$ cat src/rtl/servo_pkg.sv
// Shared definitions for the servo PWM bank.
//   - clog2 / pulse_width_w: constant functions used to size counters and widths
//   - DEF_*: default configuration (50 MHz clock, 128 kHz tick, 20 ms frame)
//   - ch_state_e: per-channel lifecycle (disabled -> pending -> running)
package servo_pkg;

  localparam int DEF_CHANNELS    = 4;
  localparam int DEF_CTRL_W      = 8;
  localparam int DEF_CLK_HZ      = 50_000_000;
  localparam int DEF_TICK_HZ     = 128_000;
  localparam int DEF_FRAME_TICKS = 2560;
  localparam int DEF_MIN_TICKS   = 64;

  // Bits needed to hold 0..value-1. Never returns less than 1, so a
  // single-channel bank still gets a one-bit address port.
  function automatic int clog2(input int value);
    int bits;
    bits = 1;
    while ((1 << bits) < value) bits++;
    return bits;
  endfunction

  // Width of a pulse length in ticks: MIN_TICKS + active, active < 2^CTRL_W.
  function automatic int pulse_width_w(input int min_ticks, input int ctrl_w);
    return clog2(min_ticks + (1 << ctrl_w));
  endfunction

  // DISABLED: never loaded since reset; output held low.
  // PENDING : loaded, waiting for the next frame boundary to take its value.
  // RUNNING : emitting full pulses every frame.
  typedef enum logic [1:0] {
    CH_DISABLED,
    CH_PENDING,
    CH_RUNNING
  } ch_state_e;

endpackage

$ cat src/rtl/servo_channel.sv
// One servo output: shadow setpoint, active value, slew limiter and the
// pulse comparator.
//   clock, reset_n   : system clock, async active-low reset
//   load             : valid load addressed to this channel (already decoded)
//   control          : setpoint captured into shadow on load
//   frame_update     : high on the clock edge at which the frame counter wraps
//   frame_cnt_next   : frame counter value after the coming edge
//   pwm              : registered servo pulse
module servo_channel import servo_pkg::*; #(
  parameter int CTRL_W    = 8,
  parameter int FRAME_W   = 12,
  parameter int MIN_TICKS = 64,
  parameter int SLEW_STEP = 0
) (
  input  logic               clock,
  input  logic               reset_n,
  input  logic               load,
  input  logic [CTRL_W-1:0]  control,
  input  logic               frame_update,
  input  logic [FRAME_W-1:0] frame_cnt_next,
  output logic               pwm
);

  localparam int MAX_VAL = (1 << CTRL_W) - 1;
  // Steps larger than the setpoint range behave exactly like no limiting.
  localparam int STEP    = (SLEW_STEP > MAX_VAL) ? MAX_VAL : SLEW_STEP;
  localparam int WIDTH_W = pulse_width_w(MIN_TICKS, CTRL_W);
  localparam logic signed [CTRL_W:0] STEP_S = (CTRL_W+1)'(STEP);

  ch_state_e            state, state_next;
  logic [CTRL_W-1:0]    shadow, active, active_next;
  logic signed [CTRL_W:0] diff;
  logic [WIDTH_W-1:0]   width_next;

  always_ff @(posedge clock or negedge reset_n) begin
    if (!reset_n) state <= CH_DISABLED;
    else          state <= state_next;
  end

  always_comb begin
    state_next = state;
    unique case (state)
      CH_DISABLED: if (load)         state_next = CH_PENDING;
      CH_PENDING:  if (frame_update) state_next = CH_RUNNING;
      default:     ;
    endcase
  end

  // Active value for the coming frame. A pending channel takes its shadow
  // directly; a running one moves toward it by at most STEP, never past it.
  always_comb begin
    diff        = $signed({1'b0, shadow}) - $signed({1'b0, active});
    active_next = active;
    if (frame_update) begin
      if (state != CH_RUNNING || STEP == 0) active_next = shadow;
      else if (diff > STEP_S)               active_next = active + CTRL_W'(STEP);
      else if (diff < -STEP_S)              active_next = active - CTRL_W'(STEP);
      else                                  active_next = shadow;
    end
    width_next = WIDTH_W'(MIN_TICKS) + WIDTH_W'(active_next);
  end

  // NOTE: shadow and active are a handful of flops per channel, not a RAM,
  // so they sit on the async reset like any other state register.
  always_ff @(posedge clock or negedge reset_n) begin
    if (!reset_n) begin
      shadow <= '0;
      active <= '0;
      pwm    <= 1'b0;
    end else begin
      if (load) shadow <= control;
      active <= active_next;
      // Uses post-edge counter and active value so the rising edge lands
      // on the frame-wrap edge itself.
      pwm <= (state_next == CH_RUNNING) &&
             (frame_cnt_next < FRAME_W'(width_next));
    end
  end

endmodule

$ cat src/rtl/servo_pwm_bank.sv
// N-channel hobby-servo PWM generator. A prescaler produces a one-clock
// tick; ticks advance a frame counter shared by all channels, so every
// enabled output rises on the same edge.
//   clock, reset_n : system clock, async active-low reset
//   address        : channel targeted by load
//   control        : setpoint value
//   load           : sampled every clock; writes shadow[address]
//   pwm            : registered servo pulses, one bit per channel
//   frame_start    : one-clock pulse after the edge where the frame wraps
//   load_err       : one-clock pulse after a load to a nonexistent channel
module servo_pwm_bank import servo_pkg::*; #(
  parameter int CHANNELS    = DEF_CHANNELS,
  parameter int CTRL_W      = DEF_CTRL_W,
  parameter int CLK_HZ      = DEF_CLK_HZ,
  parameter int TICK_HZ     = DEF_TICK_HZ,
  parameter int FRAME_TICKS = DEF_FRAME_TICKS,
  parameter int MIN_TICKS   = DEF_MIN_TICKS,
  parameter int SLEW_STEP   = 0,
  parameter int ADDR_W      = clog2(CHANNELS)
) (
  input  logic                clock,
  input  logic                reset_n,
  input  logic [ADDR_W-1:0]   address,
  input  logic [CTRL_W-1:0]   control,
  input  logic                load,
  output logic [CHANNELS-1:0] pwm,
  output logic                frame_start,
  output logic                load_err
);

  localparam int DIV     = CLK_HZ / TICK_HZ;
  localparam int PRE_W   = clog2(DIV);
  localparam int FRAME_W = clog2(FRAME_TICKS);
  localparam logic [PRE_W-1:0]   PRE_LAST   = PRE_W'(DIV - 1);
  localparam logic [FRAME_W-1:0] FRAME_LAST = FRAME_W'(FRAME_TICKS - 1);
  localparam logic [ADDR_W:0]    CH_LIMIT   = (ADDR_W+1)'(CHANNELS);

  if (DIV < 2) begin : g_bad_div
    $error("servo_pwm_bank: CLK_HZ/TICK_HZ must be at least 2");
  end
  if (MIN_TICKS + (1 << CTRL_W) - 1 >= FRAME_TICKS) begin : g_bad_frame
    $error("servo_pwm_bank: longest pulse does not fit inside the frame");
  end
  if (CHANNELS < 1 || CHANNELS > 64) begin : g_bad_channels
    $error("servo_pwm_bank: CHANNELS must be 1..64");
  end

  logic [PRE_W-1:0]   pre_cnt;
  logic [FRAME_W-1:0] frame_cnt, frame_cnt_next;
  logic               tick, frame_wrap;
  logic               addr_ok, load_valid;

  // NOTE: every signal gets a default before any branch, so no path can
  // leave one unassigned and synthesis never infers a latch.
  always_comb begin
    tick           = (pre_cnt == PRE_LAST);
    frame_wrap     = tick && (frame_cnt == FRAME_LAST);
    frame_cnt_next = frame_cnt;
    if (frame_wrap) frame_cnt_next = '0;
    else if (tick)  frame_cnt_next = frame_cnt + FRAME_W'(1);
  end

  // Address widths are powers of two, so non-power-of-two banks need an
  // explicit range check.
  assign addr_ok    = ({1'b0, address} < CH_LIMIT);
  assign load_valid = load && addr_ok;

  // NOTE: non-blocking assignments make every register here sample the
  // pre-edge values, independent of statement order.
  always_ff @(posedge clock or negedge reset_n) begin
    if (!reset_n) begin
      pre_cnt     <= '0;
      frame_cnt   <= '0;
      frame_start <= 1'b0;
      load_err    <= 1'b0;
    end else begin
      pre_cnt     <= tick ? '0 : pre_cnt + PRE_W'(1);
      frame_cnt   <= frame_cnt_next;
      frame_start <= frame_wrap;
      load_err    <= load && !addr_ok;
    end
  end

  for (genvar i = 0; i < CHANNELS; i++) begin : g_ch
    servo_channel #(
      .CTRL_W    (CTRL_W),
      .FRAME_W   (FRAME_W),
      .MIN_TICKS (MIN_TICKS),
      .SLEW_STEP (SLEW_STEP)
    ) u_channel (
      .clock          (clock),
      .reset_n        (reset_n),
      .load           (load_valid && (address == ADDR_W'(i))),
      .control        (control),
      .frame_update   (frame_wrap),
      .frame_cnt_next (frame_cnt_next),
      .pwm            (pwm[i])
    );
  end

endmodule
$ cat config.mk
export PLATFORM = sky130hd
export DESIGN_NAME = servo_pwm_bank
export DESIGN_NICKNAME = d
export VERILOG_FILES = /design/src/rtl/servo_pkg.sv /design/src/rtl/servo_channel.sv /design/src/rtl/servo_pwm_bank.sv
export SDC_FILE = /design/constraint.sdc
export NUM_CORES = 1
export LEC_CHECK = 0
export CAP_MARGIN = 0
export CORE_MARGIN = 1.5
export CORE_UTILIZATION = 40
export CTS_BUF_LIST = sky130_fd_sc_hd__clkbuf_8
export CTS_CLUSTER_SIZE = 25
export DETAILED_ROUTE_END_ITERATION = 6
export SLEW_MARGIN = 0
export SYNTH_ARGS = -nofsm -noshare
export SYNTH_HDL_FRONTEND = slang
export SYNTH_HIERARCHICAL = 1
export SYNTH_SLANG_ARGS = --single-unit
export TNS_END_PERCENT = 30
$ cat constraint.sdc
create_clock -name clock -period 3.5 [get_ports clock]
set_clock_uncertainty 0.05 [all_clocks]
set_input_delay 0.875 -clock clock [delete_from_list [all_inputs] [get_ports clock]]
set_output_delay 0.875 -clock clock [all_outputs]
set_load 0.005 [all_outputs]
Yosys cells after proc, flatten, opt, wreduce, memory -nomap -nowiden
Cells that the tools add are included.
{"block": "op_classes", "addsub": 6, "magnitude_cmp": 4, "eq_ne": 13, "muxes": 19, "n_reduce_logical": 14}
{"cell": "12-bit by 9-bit less-than comparator with 1-bit output", "n": 4}
{"cell": "7-bit by 8-bit adder with 9-bit output (first input constant)", "n": 4}
{"cell": "8-bit two-way mux", "n": 4}
{"cell": "12-bit two-way mux", "n": 2}
{"cell": "2-bit two-way mux", "n": 8}
{"cell": "2-bit case mux with 2 select lines", "n": 4}
{"cell": "12-bit by 1-bit adder with 12-bit output (second input constant)", "n": 1}
{"cell": "12-bit == test (second input constant)", "n": 1}
{"cell": "2-bit == test (second input constant)", "n": 6}
{"cell": "2-bit by 1-bit == test with 1-bit output (second input constant)", "n": 5}
{"cell": "2-bit zero test", "n": 5}
{"cell": "9-bit by 1-bit adder with 9-bit output (second input constant)", "n": 1}
{"cell": "9-bit == test (second input constant)", "n": 1}
{"cell": "1-bit logical AND", "n": 9}
{"cell": "9-bit two-way mux", "n": 1}
{"block": "word_totals", "reg_bits": 98, "inputBits": 13, "out_inout_bits": 6, "elab_cells": 75}

Longest topological paths before layout
Gate-level depths: netlist (run 1).
{"block": "logic_depth", "depth_word": 6, "mapped_depth": 15, "ltp_nobuf": 12}

By module
The synthesis (run 1) kept the hierarchy.
{"mod": "servo_channel", "instances": 4, "cells_per_inst": 72, "area_each_um2": 928.4, "seq_area_each_um2": 475.5}
{"mod": "servo_pwm_bank", "instances": 1, "cells_per_inst": 112, "area_each_um2": 1129.8, "seq_area_each_um2": 550.5}

Worst setup path before layout (run 1)
No wires, ideal clock.
{"block": "synth_path", "kind": "reg-to-reg", "start": "register pre_cnt[1]", "end": "register g_ch[0].u_channel.pwm", "setup_ns": 0.087, "arrival_time_ns": 3.239, "required_ns": 3.363, "slack_ns": 0.124, "path_stages_with_launch": 16, "n_path_buf": 3, "synth_period_minus_slack_ns": 3.376, "path_cell_list": "dfrtp_1 -> inv_1 -> ha_1 -> or4b_4 -> buf_6 -> nor2_2 -> and4_1 -> buf_2 -> buf_4 -> mux2_2 -> ha_1 -> inv_1 -> ha_1 -> or4_1 -> a211o_1 -> a211oi_2"}
{"block": "synth_between", "elab_chain_cells": 6, "elab_cells_between_ends": 11, "cone_classes": "add/sub (1); order compare (1); eq/ne (2); mux (5); reduce/logical (2)"}
{"element": "start, declared", "line_no": "servo_pwm_bank.sv:48", "text": "logic [PRE_W-1:0] pre_cnt;"}
{"element": "start signal, assigned", "line_no": "servo_pwm_bank.sv:77", "text": "pre_cnt <= tick ? '0 : pre_cnt + PRE_W'(1);"}
{"element": "9-bit == test", "line_no": "servo_pwm_bank.sv:56", "text": "tick = (pre_cnt == PRE_LAST);"}
{"element": "1-bit logical AND", "line_no": "servo_pwm_bank.sv:57", "text": "frame_wrap = tick && (frame_cnt == FRAME_LAST);"}
{"element": "named net frame_wrap", "line_no": "servo_pwm_bank.sv:50", "text": "logic tick, frame_wrap;"}
{"element": "8-bit two-way mux", "line_no": "servo_channel.sv:54", "text": "if (frame_update) begin"}
{"element": "named net g_ch[0].u_channel.active_next[6]", "line_no": "servo_channel.sv:31", "text": "logic [CTRL_W-1:0] shadow, active, active_next;"}
{"element": "7-bit by 8-bit adder with 9-bit output", "line_no": "servo_channel.sv:60", "text": "width_next = WIDTH_W'(MIN_TICKS) + WIDTH_W'(active_next);"}
{"element": "12-bit by 9-bit less-than comparator with 1-bit output", "line_no": "servo_channel.sv:76", "text": "(frame_cnt_next < FRAME_W'(width_next));"}
{"element": "1-bit logical AND", "line_no": "servo_channel.sv:75", "text": "pwm <= (state_next == CH_RUNNING) &&"}
{"element": "end signal, assigned", "line_no": "servo_channel.sv:75"}
{"element": "end, declared", "line_no": "servo_channel.sv:21", "text": "output logic pwm"}
The timed path passes the listed nets, and every way through them passes these cells.
A chain may end at the register's enable or synchronous reset.

Final worst setup path (run 1)
{"block": "layout_path", "start": "register pre_cnt[1]", "end": "register g_ch[0].u_channel.pwm"}
{"block": "layout_between", "elab_chain_cells": 6, "elab_cells_between_ends": 11, "cone_classes": "add/sub (1); order compare (1); eq/ne (2); mux (5); reduce/logical (2)"}
{"element": "9-bit == test", "line_no": "servo_pwm_bank.sv:56"}
{"element": "1-bit logical AND", "line_no": "servo_pwm_bank.sv:57"}
{"element": "8-bit two-way mux", "line_no": "servo_channel.sv:54"}
{"element": "named net g_ch[0].u_channel.active_next[6]", "line_no": "servo_channel.sv:31"}
{"element": "7-bit by 8-bit adder with 9-bit output", "line_no": "servo_channel.sv:60"}
{"element": "12-bit by 9-bit less-than comparator with 1-bit output", "line_no": "servo_channel.sv:76"}
{"element": "1-bit logical AND", "line_no": "servo_channel.sv:75"}
The timed path passes the listed nets, and every way through them passes these cells.

==> results of run 1 <==
-- timing repair --
action / CTS / global route
hold buffers: 0 / 0
resized for setup: 0 / 1
endpoints found under the setup margin: 0 / 4
-- routing by layer --
layer | track usage | part of all wire
met3 | 0.0343 | 0.030
met1 | 0.234 | 0.47
met2 | 0.291 | 0.48
met5 | 0 | 0
met4 | 0.0717 | 0.020
-- flip-flops by register name, indices dropped and copies added (netlist names) --
name                   flops
g_ch.u_channel/pwm         4
g_ch.u_channel/shadow     32
g_ch.u_channel/state       8
frame_cnt                 12
g_ch.u_channel/active     32
pre_cnt                    9
frame_start                1
-- worst max path at each step --
stage / to / slack [ps] / start
2_1_floorplan: g_ch[0].u_channel/pwm$_DFF_PN0_ / 120 / pre_cnt[1]$_DFF_PN0_
3_3_place_gp: g_ch[3].u_channel/pwm$_DFF_PN0_ / 150 / pre_cnt[1]$_DFF_PN0_
3_5_place_dp: g_ch[1].u_channel/pwm$_DFF_PN0_ / 70 / pre_cnt[1]$_DFF_PN0_
4_1_cts: g_ch[1].u_channel/pwm$_DFF_PN0_ / 60 / pre_cnt[1]$_DFF_PN0_
5_1_grt: g_ch[0].u_channel/pwm$_DFF_PN0_ / 4 / pre_cnt[1]$_DFF_PN0_
6_report: g_ch[0].u_channel/pwm$_DFF_PN0_ / 180 / pre_cnt[1]$_DFF_PN0_
-- per-stage QoR --
| step | hold WS [ps] | instances |
|---|---|---|
| floorplan | 402 | 400 |
| global placement | 425 | 566 |
| detailed placement | 425 | 566 |
| CTS | 445 | 581 |
| global route | 474 | 581 |
| finish | 438 | 581 |
-- cell usage in the layout (no fill, tap or decap), drive strengths merged, types with 5 or more instances in the layout --
cell type	Yosys	routed
a211oi	8	8
a21oi	13	13
buf	8	15
clkbuf	4	10
clkdlybuf4s50	0	16
dfrtp	98	98
ha	39	39
inv	39	40
mux2	45	45
mux2i	20	20
nand2	13	13
nand3	16	16
nor2	21	21
nor4	13	13
o21ai	5	5
xnor2	12	12
-- worst max-delay path, cell delays in order, from the launching register on --
cell and delay, ps:
dfrtp_1 410, inv_1 70, ha_1 120, or4b_4 520, nor2_2 150, and4_4 380
mux2_2 230, ha_1 150, inv_1 40, ha_1 160, or4_1 520, a211o_1 290
a211oi_2 140
-- final cells by class --
cell class                      instances  area [um2]  area share
Clock buffer                           10         138      0.0253
Multi-Input combinational cell        251        2170       0.400
Sequential cell                        98        2450       0.451
Timing Repair Buffer                   31         285      0.0525
Inverter                               39         146      0.0269
Tap cell                              147         184      0.0339
Clock inverter                          5        56.3      0.0104
-- kinds of logic (layout without fill, tap and decap cells) --
family,Yosys count,in the layout,share of synthesized area
adder cells (fa/ha/maj),39,39,0.101
AO/OA/AOI/OAI,45,45,0.0685
AND/OR/NAND/NOR,85,85,0.103
other,1,1,0.000774
buffers and inverters,51,85,0.0460
multiplexers,65,65,0.146
XOR/XNOR,16,16,0.0289
flip-flops,98,98,0.506
-- power breakdown --
part / switching [W] / total, W / internal, W
Clock: 0.000377 / 0.000721 / 0.000343
Combinational: 0.0000758 / 0.000193 / 0.000117
Sequential: 0.0000598 / 0.00128 / 0.00122
Total: 0.000513 / 0.00220 / 0.00168
==> flow_metrics.py, run 1 <==
metrics = {
    "run_status": {
        "status": "completed",
    },
    "worst_setup_path": {
        "start_kind": "flip-flop",
        "ff2ff_path_depth": 12,
        "critical_path.reg2reg.startpoint": "pre_cnt[1]$_DFF_PN0_",
        "cp_max_fo": 14,
        "worstSetupEndpointType": "flip-flop",
        "worst_ep_required_time_ps": 3730,
        "worst_r2r_endpoint": "g_ch[0].u_channel/pwm$_DFF_PN0_",
        "r2r_setup_slack_ps": 180,
        "worstSetupPathType": "flip-flop to flip-flop",
        "worstPathArrival_ps": 3550,
    },
    "logic_synthesis": {
        "synth.yosys.warnings": 6,
        "synth_top_area_frac": 0.506,
        "post_syn_nets": 452,
        "syn-cell-area_mm2": 0.00484,
        "synthTopCellsByCount": "dfrtp_1 (98), mux2_2 (45), ha_1 (39), inv_1 (39)",
        "count_of_flip_flops_with_a_built_in_enable_after_synthesis": 0,
        "ys_seq_elements": 98,
        "synth_flop_cell": "dfrtp_1",
        "synth_async_sr_flop_share": 1.00,
        "syn-instance-count": 400,
        "synth_cell_type_count": 41,
        "synthMostInstantiatedCell": "dfrtp_1",
        "postSynthAreaPerCell_um2": 12.1,
        "synth_seq_area_share": 0.506,
        "synth.area.top_cells": "dfrtp_1 (51%), mux2_2 (10%), ha_1 (10%)",
        "synth_area_leader_cell": "dfrtp_1",
    },
    "min_path": {
        "min_from": "g_ch[1].u_channel/active[1]$_DFF_PN0_",
        "hold_path_class": "flip-flop to flip-flop",
        "hold_end": "g_ch[1].u_channel/active[1]$_DFF_PN0_",
        "hold_depth": 2,
    },
    "die": {
        "std_cell_rows": 40,
        "die_area_mm2": 0.0128,
        "design.core.area_mm2": 0.0119,
        "die_y_um": 113,
        "initial_utilization": 0.407,
        "design.portCount": 19,
        "die_w_um": 113,
    },
    "routing": {
        "drt_wl_total_mm": 10.0,
        "drc": 0,
        "via_per_inst": 5.21,
        "postRouteAntennaNets": 0,
        "detail_route.first_pass.iterations": 5,
        "drt-initial-drc-count": 130,
        "wl_per_cell_um": 17.2,
        "detailroute.via_count": 3028,
    },
    "timing": {
        "timing.slew.headroom": 0.448,
        "final.setup.tns_ps": 0,
        "worst_slew_pin_slew_ps": 828,
        "clock.fmax_mhz": 302,
        "final-setup-viol-count": 0,
        "unrepaired_setup_endpoints_after_global_routing": "false",
        "finalMaxSlewViolations": 0,
        "timing.final.crit_period_ps": 3320,
        "min_period_over_period": 0.948,
        "layout_setup_ws_ps": 184,
        "hold_violations": 0,
    },
    "cells_and_area": {
        "syn2layout_area_growth_pct": 12.2,
        "insertedDiodeCount": 0,
        "utilization_after_layout": 0.456,
        "postLayoutCellArea_mm2": 0.00543,
        "num-fill-cells": 1106,
        "share_of_layout_cells_above_drive_strength_1": 0.203,
        "num-nets-final": 482,
    },
    "cts": {
        "max-clock-path-buffers": 2,
        "worst_skew_late_latency_ps": 370,
        "cts_setup_buffers": 0,
        "cts_sinks": 98,
        "clk_pin_slew_worst_paths_ps": 80,
        "cts-htree-levels": 3,
        "clock_tree_from_tritoncts": "built",
        "clock_tree.root_cell": "clkbuf_8",
        "number_of_buffers_added_by_the_clock_tree_synthesis_step": 9,
    },
    "placement": {
        "place_congestion": 0.773,
        "place_hpwl_mm": 7.22,
        "post-place-ws_ps": 73.1,
        "dpl_cell_area_mm2": 0.00524,
        "numPortBuffers": 17,
    },
    "power": {
        "total_power_w": 0.00220,
        "powerDensity_mw_per_mm2": 404,
        "p_leak_nw": 2.60,
        "irDropWorstVdd_mv": 0.262,
    },
    "global_routing": {
        "grt_start_max_net_pins": 66,
        "first_global_vias": 3310,
        "grt-ovfl-total": 0,
        "antenna_found_initial": 0,
        "grt_first_pass_wirelength_mm": 17.1,
        "track_usage": 0.178,
    },
    "run": {
        "maxCapViolations": 0,
    },
}
No activity file was read; power rests on OpenSTA's default activity.
==> run 2: changes to the inputs <==
--- a/config.mk
+++ b/config.mk
@@ -11,6 +11,7 @@
 export CTS_BUF_LIST = sky130_fd_sc_hd__clkbuf_8
 export CTS_CLUSTER_SIZE = 25
 export DETAILED_ROUTE_END_ITERATION = 6
+export HOLD_SLACK_MARGIN = 0.08
 export SLEW_MARGIN = 0
 export SYNTH_ARGS = -nofsm -noshare
 export SYNTH_HDL_FRONTEND = slang
==> results of run 2 <==
Final layout, timing and power as in run 1 (identical DEF).
==> run 3: changes to the inputs <==
--- a/config.mk
+++ b/config.mk
@@ -6,13 +6,13 @@
 export NUM_CORES = 1
 export LEC_CHECK = 0
 export CAP_MARGIN = 0
+export CORE_ASPECT_RATIO = 0.75
 export CORE_MARGIN = 1.5
 export CORE_UTILIZATION = 40
 export CTS_BUF_LIST = sky130_fd_sc_hd__clkbuf_8
 export CTS_CLUSTER_SIZE = 25
 export DETAILED_ROUTE_END_ITERATION = 6
 export HOLD_SLACK_MARGIN = 0.08
-export SLEW_MARGIN = 0
 export SYNTH_ARGS = -nofsm -noshare
 export SYNTH_HDL_FRONTEND = slang
 export SYNTH_HIERARCHICAL = 1
==> run 3 against run 2 <==
Via count decreased by 2.4%. Routed wire length down 2.9%. Fmax is 2.8% higher. Worst setup slack better by 90 ps. Core utilization grew 0.87 points. Highest routed layer unchanged. Die area hardly changed.
==> flow_metrics.py, run 3 (synthesis gave the netlist of run 1 again) <==
metrics = {
    "worst_setup_path": {
        "cp_max_fo": 9,
        "worstSetupPathType": "flip-flop to flip-flop",
        "largest_stage_delay_worst_path_ps": 540,
        "cp_common_cell": "ha_1",
        "crit_path_top_delay_cell": "or4_1",
        "worstSetupEndpointType": "flip-flop",
        "ff2ff_path_depth": 12,
        "worst_ep_required_time_ps": 3740,
        "start_kind": "flip-flop",
        "worstPathArrival_ps": 3460,
        "worstPathCellList": "inv_1 > ha_1 > or4b_4 > nor2_2 > and4_4 > mux2_2 > ha_1 > inv_1 > ha_1 > or4_1 > a211o_1 > a211oi_2",
        "r2r_setup_slack_ps": 270,
    },
    "routing": {
        "met3_wirelength_um": 324,
        "drt_wl_total_mm": 9.71,
        "detail_route.first_pass.iterations": 4,
        "detailroute.via_count": 2955,
        "route.top_layer_used": "met4",
        "via_per_inst": 4.97,
        "wl_per_cell_um": 16.4,
        "wl_met1_mm": 5.05,
        "drc": 0,
        "drt-initial-drc-count": 137,
        "postRouteAntennaNets": 0,
        "met2_wirelength_mm": 4.22,
    },
    "cells_and_area": {
        "num-nets-final": 479,
        "insertedDiodeCount": 0,
        "syn2layout_area_growth_pct": 12.3,
        "final_cell_mix": "dfrtp_1 (98), mux2_2 (45), inv_1 (40), ha_1 (39)",
        "most_common_cell_after_layout_fill_and_taps_aside": "dfrtp_1",
        "largest_registers": "g_ch.u_channel/active (32), g_ch.u_channel/shadow (32), frame_cnt (12)",
        "share_of_layout_cells_above_drive_strength_1": 0.199,
    },
    "timing": {
        "hold_ws_ps": 438,
        "clock.fmax_mhz": 310,
        "timing.slew.headroom": 0.543,
        "timing.final.crit_period_ps": 3230,
        "worst_slew_pin_slew_ps": 685,
        "finalMaxSlewViolations": 0,
        "unrepaired_setup_endpoints_after_global_routing": "false",
        "final.setup.tns_ps": 0,
        "hold_violations": 0,
        "min_period_over_period": 0.922,
        "final-setup-viol-count": 0,
    },
    "power": {
        "powerDensity_mw_per_mm2": 409,
        "p_leak_nw": 2.59,
        "irDropWorstVdd_mv": 0.227,
    },
    "cts": {
        "max-clock-path-buffers": 2,
        "postCtsHoldBufs": 0,
        "post_cts_sizing_count": 0,
        "clock_tree.root_cell": "clkbuf_8",
        "cts_setup_buffers": 0,
        "clk_pin_slew_worst_paths_ps": 100,
        "clock_tree_from_tritoncts": "built",
        "worst_skew_late_latency_ps": 370,
        "number_of_buffers_added_by_the_clock_tree_synthesis_step": 9,
        "cts-htree-levels": 3,
        "cts_sinks": 98,
    },
    "die": {
        "die_w_um": 130,
        "std_cell_rows": 34,
        "die_y_um": 98.3,
        "initial_utilization": 0.414,
        "design.portCount": 19,
        "design.core.area_mm2": 0.0117,
        "die_area_mm2": 0.0128,
    },
    "global_routing": {
        "grt_first_pass_wirelength_mm": 16.5,
        "grt-ovfl-total": 0,
        "first_global_vias": 3005,
        "antenna_found_initial": 0,
        "track_usage": 0.171,
        "grt_start_max_net_pins": 53,
    },
    "min_path": {
        "hold_depth": 2,
        "hold_path_class": "flip-flop to flip-flop",
    },
    "run_status": {
        "status": "completed",
    },
    "placement": {
        "place_hpwl_mm": 7.11,
        "numPortBuffers": 17,
        "place_congestion": 0.805,
    },
    "run": {
        "maxCapViolations": 0,
    },
}
==> run 3: path summary, 6_finish.rpt <==
check,startpoint,to
min in group asynchronous,reset_n,pre_cnt[4]$_DFF_PN0_
worst min-delay path,g_ch[1].u_channel/active[4]$_DFF_PN0_,g_ch[1].u_channel/active[4]$_DFF_PN0_
worst max register to register,pre_cnt[1]$_DFF_PN0_,g_ch[1].u_channel/pwm$_DFF_PN0_
worst max-delay path,pre_cnt[1]$_DFF_PN0_,g_ch[1].u_channel/pwm$_DFF_PN0_
max in group asynchronous,reset_n,g_ch[0].u_channel/shadow[6]$_DFFE_PN0P_
worst min register to register,g_ch[1].u_channel/active[4]$_DFF_PN0_,g_ch[1].u_channel/active[4]$_DFF_PN0_
==> run 3: report_power, final <==
group	internal [W]	total, W	switching [W]	leakage (nW)
registers	0.00122	0.00128	0.0000618	1.27
logic	0.000118	0.000195	0.0000774	1.23
clock network	0.000350	0.000742	0.000392	0.0963
total	0.00169	0.00222	0.000531	2.59
==> run 3: layout make-up <==
class | instances | area, um2
Tap cell | 162 | 203
Clock inverter | 6 | 65.1
Timing Repair Buffer | 28 | 263
Fill cell | 1061 | 6260
Sequential cell | 98 | 2450
Multi-Input combinational cell | 251 | 2170
Clock buffer | 10 | 138
Inverter | 39 | 146
==> run 3: critical path: cells and delay by family (launching register included) <==
kind            cells  cell delay [ps]
compound gates      2              450
flops               1              420
fa+ha+maj           3              420
simple gates        4             1470
buf+inv             2              110
mux                 1              220
==> run 3: per-stage QoR <==
step                      instances  setup WS (ps)  utilization  area, um2  power, W
after floorplan                 400            124            -       4840   0.00140
after global placement          578            242        0.447       5230   0.00150
after detailed placement        578            187        0.447       5230   0.00151
after CTS                       594            157        0.465       5440   0.00226
after global routing            594           78.1        0.465       5440   0.00233
final                           594            274        0.465       5440   0.00222
==> run 3: per-layer routing <==
layer | vias up | GRT usage
met1 | 1450 | 0.262
met4 | 0 | 0.0444
met5 | - | 0
met3 | 13 | 0.0422
met2 | 28 | 0.240
li1 | 1464 | -
